### src/rtl/bw_clk_seq_pkg.sv
// Shared types and helpers for the cluster clock-enable sequencer.
package bw_clk_seq_pkg;

  localparam int unsigned CL_MAX = 16;

  typedef enum logic [2:0] {
    StIdle,
    StOn,
    StHold,
    StRun,
    StDbg,
    StOff
  } cken_seq_state_t;

  // Bits needed for the shared interval timer to hold the longest interval.
  function automatic int unsigned tmr_width(input int unsigned a, input int unsigned b,
                                            input int unsigned c);
    int unsigned m;
    m = a;
    if (b > m) m = b;
    if (c > m) m = c;
    return $clog2(m + 1);
  endfunction

  // One-hot of the lowest set bit (zero when none set).
  function automatic logic [CL_MAX-1:0] lowest_bit(input logic [CL_MAX-1:0] v);
    return v & (~v + CL_MAX'(1));
  endfunction

  // One-hot of the highest set bit (zero when none set).
  function automatic logic [CL_MAX-1:0] highest_bit(input logic [CL_MAX-1:0] v);
    logic [CL_MAX-1:0] r;
    r = '0;
    for (int i = 0; i < CL_MAX; i++) begin
      if (v[i]) begin
        r    = '0;
        r[i] = 1'b1;
      end
    end
    return r;
  endfunction

endpackage

### src/rtl/bw_clk_seq_timer.sv
// Loadable down-counter; o_expire is high during the last cycle of a loaded interval.
module bw_clk_seq_timer #(
  parameter int unsigned W = 4
) (
  input  logic         i_clk,
  input  logic         i_rst,
  input  logic         i_load,
  input  logic [W-1:0] i_val,
  output logic         o_expire
);

  logic [W-1:0] r_cnt;

  // Load takes priority; otherwise count down and park at zero.
  always_ff @(posedge i_clk) begin
    if (i_rst) begin
      r_cnt <= '0;
    end else if (i_load) begin
      r_cnt <= i_val;
    end else if (r_cnt != '0) begin
      r_cnt <= r_cnt - W'(1);
    end
  end

  // Loading V at edge t makes expire high in cycle t+V.
  assign o_expire = (r_cnt == W'(1));

endmodule

### src/rtl/bw_clk_cken_seq.sv
// Staggered power-up/power-down sequencer for cluster clock headers.
// Optional debug-init pulses are built when BW_CLK_CKEN_SEQ_DBG_EN is defined;
// otherwise gdbginit_l follows grst_l.
module bw_clk_cken_seq
  import bw_clk_seq_pkg::*;
#(
  parameter int unsigned NUM_CL   = 4,
  parameter int unsigned STAGGER  = 8,
  parameter int unsigned RST_HOLD = 16,
  parameter int unsigned DBG_HOLD = 4
) (
  input  logic              i_gclk,
  input  logic              i_grst,
  input  logic              i_start,
  input  logic              i_stop,
  input  logic              i_dbg_req,
  input  logic [NUM_CL-1:0] i_cl_mask,
  output logic [NUM_CL-1:0] o_cluster_cken,
  output logic              o_grst_l,
  output logic              o_gdbginit_l,
  output logic              o_busy,
  output logic              o_done
);

  localparam int unsigned TW = tmr_width(STAGGER, RST_HOLD, DBG_HOLD);
  localparam logic [TW-1:0] LdStagger = TW'(STAGGER);
  localparam logic [TW-1:0] LdRstHold = TW'(RST_HOLD);

  cken_seq_state_t   r_state, w_state_d;
  logic [NUM_CL-1:0] r_cken, w_cken_d;
  logic [NUM_CL-1:0] r_pend, w_pend_d;   // captured clusters not yet enabled
  logic              r_grst_l, w_grst_l_d;
  logic              r_dbginit_l, w_dbginit_l_d;
  logic              r_busy, w_busy_d;
  logic              r_done, w_done_d;
  logic              w_go_off;
  logic              w_load;
  logic [TW-1:0]     w_load_val;
  logic              w_expire;
  logic [NUM_CL-1:0] w_mask_low, w_pend_low, w_cken_high;

`ifdef BW_CLK_CKEN_SEQ_DBG_EN
  localparam logic [TW-1:0] LdDbgHold = TW'(DBG_HOLD);
  logic r_dbg_stop, w_dbg_stop_d;  // stop seen during a debug pulse
`else
  logic w_unused_dbg;
  assign w_unused_dbg = i_dbg_req;
`endif

  assign w_mask_low  = NUM_CL'(lowest_bit(CL_MAX'(i_cl_mask)));
  assign w_pend_low  = NUM_CL'(lowest_bit(CL_MAX'(r_pend)));
  assign w_cken_high = NUM_CL'(highest_bit(CL_MAX'(r_cken)));

  bw_clk_seq_timer #(
    .W(TW)
  ) u_timer (
    .i_clk   (i_gclk),
    .i_rst   (i_grst),
    .i_load  (w_load),
    .i_val   (w_load_val),
    .o_expire(w_expire)
  );

  // Next-state and next-output decode.
  always_comb begin
    w_state_d     = r_state;
    w_cken_d      = r_cken;
    w_pend_d      = r_pend;
    w_grst_l_d    = r_grst_l;
    w_dbginit_l_d = r_dbginit_l;
    w_done_d      = 1'b0;
    w_go_off      = 1'b0;
    w_load        = 1'b0;
    w_load_val    = LdStagger;
`ifdef BW_CLK_CKEN_SEQ_DBG_EN
    w_dbg_stop_d  = r_dbg_stop;
`endif
    unique case (r_state)
      StIdle: begin
        // First cluster is enabled on the accepting edge.
        if (i_start && !i_stop && (i_cl_mask != '0)) begin
          w_state_d = StOn;
          w_cken_d  = w_mask_low;
          w_pend_d  = i_cl_mask & ~w_mask_low;
          w_load    = 1'b1;
        end
      end
      StOn: begin
        if (i_stop) begin
          w_go_off = 1'b1;
        end else if (w_expire) begin
          w_load = 1'b1;
          if (r_pend != '0) begin
            w_cken_d = r_cken | w_pend_low;
            w_pend_d = r_pend & ~w_pend_low;
          end else begin
            w_state_d  = StHold;
            w_load_val = LdRstHold;
          end
        end
      end
      StHold: begin
        if (i_stop) begin
          w_go_off = 1'b1;
        end else if (w_expire) begin
          w_state_d     = StRun;
          w_grst_l_d    = 1'b1;
          w_dbginit_l_d = 1'b1;
          w_done_d      = 1'b1;
        end
      end
      StRun: begin
        if (i_stop) begin
          w_go_off = 1'b1;
        end
`ifdef BW_CLK_CKEN_SEQ_DBG_EN
        else if (i_dbg_req) begin
          w_state_d     = StDbg;
          w_dbginit_l_d = 1'b0;
          w_load        = 1'b1;
          w_load_val    = LdDbgHold;
          w_dbg_stop_d  = 1'b0;
        end
`endif
      end
      StDbg: begin
`ifdef BW_CLK_CKEN_SEQ_DBG_EN
        if (i_stop) w_dbg_stop_d = 1'b1;
        if (w_expire) begin
          if (r_dbg_stop || i_stop) begin
            w_go_off = 1'b1;
          end else begin
            w_state_d     = StRun;
            w_dbginit_l_d = 1'b1;
          end
        end
`else
        w_state_d = StIdle;
`endif
      end
      StOff: begin
        if (w_expire) begin
          if (r_cken != '0) begin
            w_cken_d = r_cken & ~w_cken_high;
            w_load   = 1'b1;
          end else begin
            w_state_d = StIdle;
          end
        end
      end
      default: w_state_d = StIdle;
    endcase
    // Teardown: assert resets now, first disable one stagger later.
    if (w_go_off) begin
      w_state_d     = StOff;
      w_grst_l_d    = 1'b0;
      w_dbginit_l_d = 1'b0;
      w_pend_d      = '0;
      w_load        = 1'b1;
      w_load_val    = LdStagger;
    end
  end

  assign w_busy_d = (w_state_d != StIdle) && (w_state_d != StRun);

  // State and registered outputs.
  always_ff @(posedge i_gclk) begin
    if (i_grst) begin
      r_state     <= StIdle;
      r_cken      <= '0;
      r_pend      <= '0;
      r_grst_l    <= 1'b0;
      r_dbginit_l <= 1'b0;
      r_busy      <= 1'b0;
      r_done      <= 1'b0;
    end else begin
      r_state     <= w_state_d;
      r_cken      <= w_cken_d;
      r_pend      <= w_pend_d;
      r_grst_l    <= w_grst_l_d;
      r_dbginit_l <= w_dbginit_l_d;
      r_busy      <= w_busy_d;
      r_done      <= w_done_d;
    end
  end

`ifdef BW_CLK_CKEN_SEQ_DBG_EN
  // Latched stop request for the end of a debug pulse.
  always_ff @(posedge i_gclk) begin
    if (i_grst) r_dbg_stop <= 1'b0;
    else        r_dbg_stop <= w_dbg_stop_d;
  end
`endif

  assign o_cluster_cken = r_cken;
  assign o_grst_l       = r_grst_l;
  assign o_gdbginit_l   = r_dbginit_l;  // equals r_grst_l when debug is not built
  assign o_busy         = r_busy;
  assign o_done         = r_done;

endmodule

### config.mk
export PLATFORM = sky130hd
export DESIGN_NAME = bw_clk_cken_seq
export DESIGN_NICKNAME = d
export VERILOG_FILES = /design/src/rtl/bw_clk_seq_pkg.sv /design/src/rtl/bw_clk_seq_timer.sv /design/src/rtl/bw_clk_cken_seq.sv
export SDC_FILE = /design/constraint.sdc
export NUM_CORES = 1
export LEC_CHECK = 0
export CAP_MARGIN = 20
export CORE_MARGIN = 2
export CORE_UTILIZATION = 59
export CTS_BUF_LIST = sky130_fd_sc_hd__clkbuf_4 sky130_fd_sc_hd__clkbuf_8
export CTS_CLUSTER_DIAMETER = 50
export CTS_CLUSTER_SIZE = 20
export DETAILED_ROUTE_END_ITERATION = 10
export GPL_TIMING_DRIVEN = 0
export HOLD_SLACK_MARGIN = 0.02
export PLACE_DENSITY = 0.95
export SLEW_MARGIN = 15
export SYNTH_ARGS = -nofsm -noshare
export SYNTH_HDL_FRONTEND = slang
export SYNTH_SLANG_ARGS = --single-unit
### constraint.sdc
create_clock -name i_gclk -period 3.3 [get_ports i_gclk]
set_input_delay 0.33 -clock i_gclk [delete_from_list [all_inputs] [get_ports i_gclk]]
set_output_delay 0.33 -clock i_gclk [all_outputs]
set_load 0.01 [all_outputs]
### After elaboration in Yosys (flattened, before gate mapping)

Cells that the tools add are included.

* register bits: 19
* input port bits: 9
* output and inout port bits: 8

* $add $sub $neg: 3
* equal/unequal tests: 12
* multiplexer cells: 42
* bitwise operators: 13
* reductions and logical operators: 19

Operator list (count)
* two-way mux 4 bit: 13
* two-way mux 5 bit: 7
* two-way mux 3 bit: 9
* AND 4 bit: 5
* inverter 4 bit: 5
* case mux 3 bit (5 select lines): 1
* case mux 4 bit (3 select lines): 1
* nonzero test 4 bit: 3
* two-way mux 1 bit: 9
* adder 4 x 1 -> 4 bit (second input constant): 2
* != test 2 bit (second input constant): 4
* case mux 4 bit (2 select lines): 1
* AND reduction 7 bit: 1
* == test 3 x 2 -> 1 bit (second input constant): 2
* nonzero test 3 bit: 2
* == test 5 x 1 -> 1 bit (second input constant): 1
* AND reduction 5 bit: 1
* nonzero test 5 bit: 1
* subtractor 5 x 1 -> 5 bit (second input constant): 1
* != test 2 x 1 -> 1 bit (second input constant): 2
* bitwise OR 4 bit: 1
* nonzero test 2 bit: 2
* OR reduction 2 bit: 2
* == test 3 x 1 -> 1 bit (second input constant): 1
* 9 further kinds: 12

### Depth between registers and ports, before layout

* depth after elaboration: 9
* depth in mapped cells: 7

### Cells and area by module

From an unflattened synthesis, not the netlist that was laid out.

* cell total of the unflattened synthesis: 139
* area, all modules: 1182.4 µm²

By module, submodules not included
* bw_clk_cken_seq: instances 1, cells an instance 104, area an instance 873.3 µm²
* bw_clk_seq_timer: instances 1, cells an instance 35, area an instance 309.0 µm²

### Least setup slack after synthesis

OpenSTA, ideal clock, no wires.

* kind: reg-to-reg
* start point: register u_timer.r_cnt[1]
* end point: register r_cken[2], in the netlist o_cluster_cken[2]
* library setup time: 0.117 ns
* data arrival time: 1.672 ns
* required time: 3.183 ns
* setup slack: 1.510 ns
* cell stages (with the launch flop): 8
* buffers on the path: 0
* clock period less this slack: 1.790 ns
* path through: dfxtp_1 inv_1 ha_1 or4b_4 a21oi_1 o211a_4 nand2_1 a32o_1

* cells in the longest elaborated chain, start to end: 3
* elaborated cells on any way between the ends: 4

Ends and longest elaborated chain
* start, declared: line bw_clk_seq_timer.sv:12 `logic [W-1:0] r_cnt;`
* start signal, assigned: line bw_clk_seq_timer.sv:19 `r_cnt <= i_val;`
* start signal, assigned: line bw_clk_seq_timer.sv:21 `r_cnt <= r_cnt - W'(1);`
* == test 5 x 1 -> 1 bit (*): line bw_clk_seq_timer.sv:26 `assign o_expire = (r_cnt == W'(1));`
* != test 2 x 1 -> 1 bit (no line)
* AND reduction 7 bit (no line) (*)
* end signal, assigned: line bw_clk_cken_seq.sv:178 `r_cken <= w_cken_d;`
* end, declared: line bw_clk_cken_seq.sv:30 `logic [NUM_CL-1:0] r_cken, w_cken_d;`

Every way passes the cells marked *; elsewhere a longest branch is shown, timed or not.
A chain may end at the register's enable or synchronous reset.

### Worst setup path after layout

* start point: input port i_stop
* end point: register r_busy, in the netlist o_busy

* cells in the longest elaborated chain, start to end: 8
* elaborated cells on any way between the ends: 13

Ends and longest elaborated chain
* start, declared: line bw_clk_cken_seq.sv:15 `input logic i_stop,`
* logical NOT 1 bit: line bw_clk_cken_seq.sv:81 `if (i_start && !i_stop && (i_cl_mask != '0)) begin`
* logical AND 1 bit (2 in series): line bw_clk_cken_seq.sv:81
* two-way mux 3 bit: line bw_clk_cken_seq.sv:81
* case mux 3 bit (5 select lines): line bw_clk_cken_seq.sv:78 `unique case (r_state)`
* two-way mux 3 bit (*): line bw_clk_cken_seq.sv:154 `if (w_go_off) begin`
* != test 3 x 2 -> 1 bit / nonzero test 3 bit (equally long branches): line bw_clk_cken_seq.sv:164 `assign w_busy_d = (w_state_d != StIdle) && (w_state_d != StRun);`
* logical AND 1 bit (*): line bw_clk_cken_seq.sv:164
* end signal, assigned: line bw_clk_cken_seq.sv:182 `r_busy <= w_busy_d;`
* end, declared: line bw_clk_cken_seq.sv:34 `logic r_busy, w_busy_d;`

Marked as above.

==> results.md <==
- Clock buffer depth: 2
- Startpoint Class: primary input
- Highest Signal Layer: met4
- # DRC: 0
- Die span in y: 46.8 um
- Worst setup endpoint: o_busy
- Initial antenna violation count: 0
- Mean Syn Cell Area: 8.23 um^2
- Worst-path clk slew: 0.10 ns
- RSZ-0062 raised after global routing: false
- Post_cts resized: 0
- Critical path class: primary input to register
- First-pass GRT wire length: 4020 um
- DIE AREA: 2190 um^2
- Max_cap viols: 0
- FF+latch count, synth: 18
- Post-CTS Setup Bufs: 0
- Avg Vias per Cell: 6.19
- Post-synthesis sequential area ratio: 0.334
- Measured slew at the worst slew-check pin: 0.762 ns
- DR iter-0 viols: 43
- HPWL after detailed placement: 1960 um
- DRT met1 WL: 1120 um
- Mapped Area: 1080 um^2
- FF-to-FF path depth: 7
- Row count: 15
- Final setup viols: 0
- Synth unique cells: 43
- Initial core utilization: 0.625
- Total clock sinks: 18
- Congestion Overflow GR: 0
- Area delta synth->final: 18.9%
- Post-route core utilization: 0.743
- H-tree depth: 1
- Flop pwr share: 0.402
- Max-slew violations: 0
- Final net count: 163
- ANT nets after route: 0
- DP Worst Slack: 0.892 ns
- Insertion delay to the later sink of the worst-skew pair: 0.30 ns
- Initial DRT Pass Iterations: 5
- R2r endpoint: u_timer.r_cnt[3]
- Final worst path period need: 2.12 ns
- Largest net degree at the start of global routing: 11
- Final worst slack: 1.18 ns
- Final TNS setup: 0 ns
- Skew final: 0.00206 ns
- Clock power share: 0.150
- I/O Pins: 17
- # diodes: 0
- Post-synth EDFFs: 0
- Setup slack, reg-to-reg: 1.26 ns
- Slew headroom: 0.491
- Num CTS Buffers: 3
- Status: finished, final reports clean
- DP Cell Count: 171
- Mapped Cells: 131
- Worst R2R Start: u_timer.r_cnt[1]
- Final worst path period share: 0.643
- CTS hold repair buffers: 0
- CP Launch Point: i_stop
- Fraction of layout cells with a size suffix above 1: 0.101
- Worst EP required: 3.47 ns
- Worst EP arrival: 2.30 ns
- YS warnings: 0
- CORE AREA: 1730 um^2
- Max VDD drop: 0.000488 V
- Final Routed Wirelength: 2560 um
- Predominant post-synthesis flop cell: dfxtp_1
- Critical path capture point type: register
- DR WL met2: 1270 um
- Cell area power density: 575 nW/um^2
- GPL Wtd Cong: 0.917
- Port Buf Inserts: 15
- Final Hold Vio Count: 0
- Syn_nets: 143
- CTS tree: yes
- Share of synthesized registers carrying an async set or reset: 0
- Net Sw Frac: 0.389
- DR WL/cell: 14.7 um
- Finished Layout Cells: 174
- Vias in the first global route: 906
- Final Power: 0.737 mW
- Gate power share: 0.448
- Filler instances: 124
- Pint: 0.450 mW
- Gr usage total: 0.257
- Worst hold path class: register to register
- Fmax: 471 MHz
- Die W: 46.8 um
- Via Count: 1077
- Leak: 0.439 nW
- Root buffer cell: clkbuf_4
- P_sw: 0.287 mW
- Worst Path Max Fanout: 6
- Met3 WL: 121 um
[cell families (layout without fill, tap and decap cells)]
| family | Yosys count | count (layout) | synth area share |
|---|---|---|---|
| adder cells (fa/ha/maj) | 3 | 3 | 0.0348 |
| AND/OR/NAND/NOR | 61 | 61 | 0.325 |
| XOR/XNOR | 2 | 2 | 0.0162 |
| multiplexers | 1 | 1 | 0.0104 |
| flip-flops | 18 | 18 | 0.334 |
| AO/OA/AOI/OAI | 34 | 34 | 0.234 |
| buffers and inverters | 12 | 30 | 0.0452 |
[worst min path at each step]
stage / depth (start not counted) / endpoint / from / slack, ns
CTS: 2 / r_pend[3] / r_pend[3] / 0.51
floorplan: 2 / r_pend[3] / r_pend[3] / 0.46
finish: 2 / r_pend[3] / r_pend[3] / 0.51
global placement: 2 / r_pend[3] / r_pend[3] / 0.48
global route: 2 / r_pend[2] / r_pend[2] / 0.55
detailed placement: 2 / r_pend[3] / r_pend[3] / 0.49
[stage by stage]
stage | area [um^2] | hold slack, ns
2_1_floorplan | 1080 | 0.462
3_3_place_gp | 1260 | 0.479
3_5_place_dp | 1260 | 0.494
4_1_cts | 1280 | 0.510
5_1_grt | 1280 | 0.546
6_report | 1280 | 0.509
[registers in the layout, summed over array words and instances, names as in the netlist]
register and flops:
o_busy 1, r_pend 3, o_done 1, r_state 3
o_gdbginit_l 1, u_timer.r_cnt 5, o_cluster_cken 4
[layout by cell type (no fill, tap or decap), types with 2 or more instances in the layout]
| cell type | instances |
|---|---|
| o21ai_0 | 2 |
| a31oi_1 | 2 |
| dfxtp_1 | 18 |
| nor2_1 | 16 |
| clkbuf_4 | 3 |
| nand4b_1 | 2 |
| nand2_1 | 11 |
| o31ai_1 | 2 |
| nor4b_2 | 2 |
| inv_1 | 6 |
| a311oi_1 | 3 |
| a32o_1 | 2 |
| o211ai_1 | 2 |
| nor3_1 | 8 |
| nand2b_1 | 5 |
| nor4_1 | 2 |
| nand3b_1 | 2 |
| clkdlybuf4s50_1 | 15 |
| o21ai_1 | 2 |
| nand3_1 | 3 |
| clkbuf_1 | 5 |
| a21oi_1 | 10 |
| nor3b_1 | 2 |
| ha_1 | 3 |
[routing by layer]
metal | vias up | GRT usage
met1 | 512 | 0.340
met2 | 38 | 0.417
met4 | 0 | 0.117
li1 | 520 | -
met3 | 7 | 0.0385
met5 | - | 0
[Yosys cell counts, types with 3 or more instances]
cell / count / area (um^2)
clkbuf_1: 5 / 18.8
nor2_1: 16 / 60.1
nand2b_1: 5 / 31.3
a21oi_1: 10 / 50.1
ha_1: 3 / 37.5
dfxtp_1: 18 / 360
inv_1: 6 / 22.5
nor3_1: 8 / 40.0
a311oi_1: 3 / 26.3
nand2_1: 11 / 41.3
nand3_1: 3 / 15.0
[area by class of cell]
cell class	count	area [um^2]	share of cell area
sequential	18	360	0.281
buffer	6	26.3	0.0205
timing repair buffer	15	150	0.117
inverter	6	22.5	0.0176
clock buffer	3	22.5	0.0176
tap	25	31.3	0.0244
multi-input combinational	101	669	0.522
[power groups by stage]
stage                     combinational, mW  clock [mW]  sequential (mW)
after floorplan                       0.246           0            0.295
after global placement                0.309           0            0.297
after detailed placement              0.325           0            0.300
after CTS                             0.328       0.113            0.295
after global routing                  0.362       0.120            0.303
final                                 0.330       0.111            0.296
[critical path, stage by stage]
cell	delay (ns)
clkdlybuf4s50_1	0.49
nor3b_1	0.68
a21oi_1	0.16
a211o_2	0.39
nor3_1	0.18
a311oi_1	0.07
(Power assumes the default switching activity.)
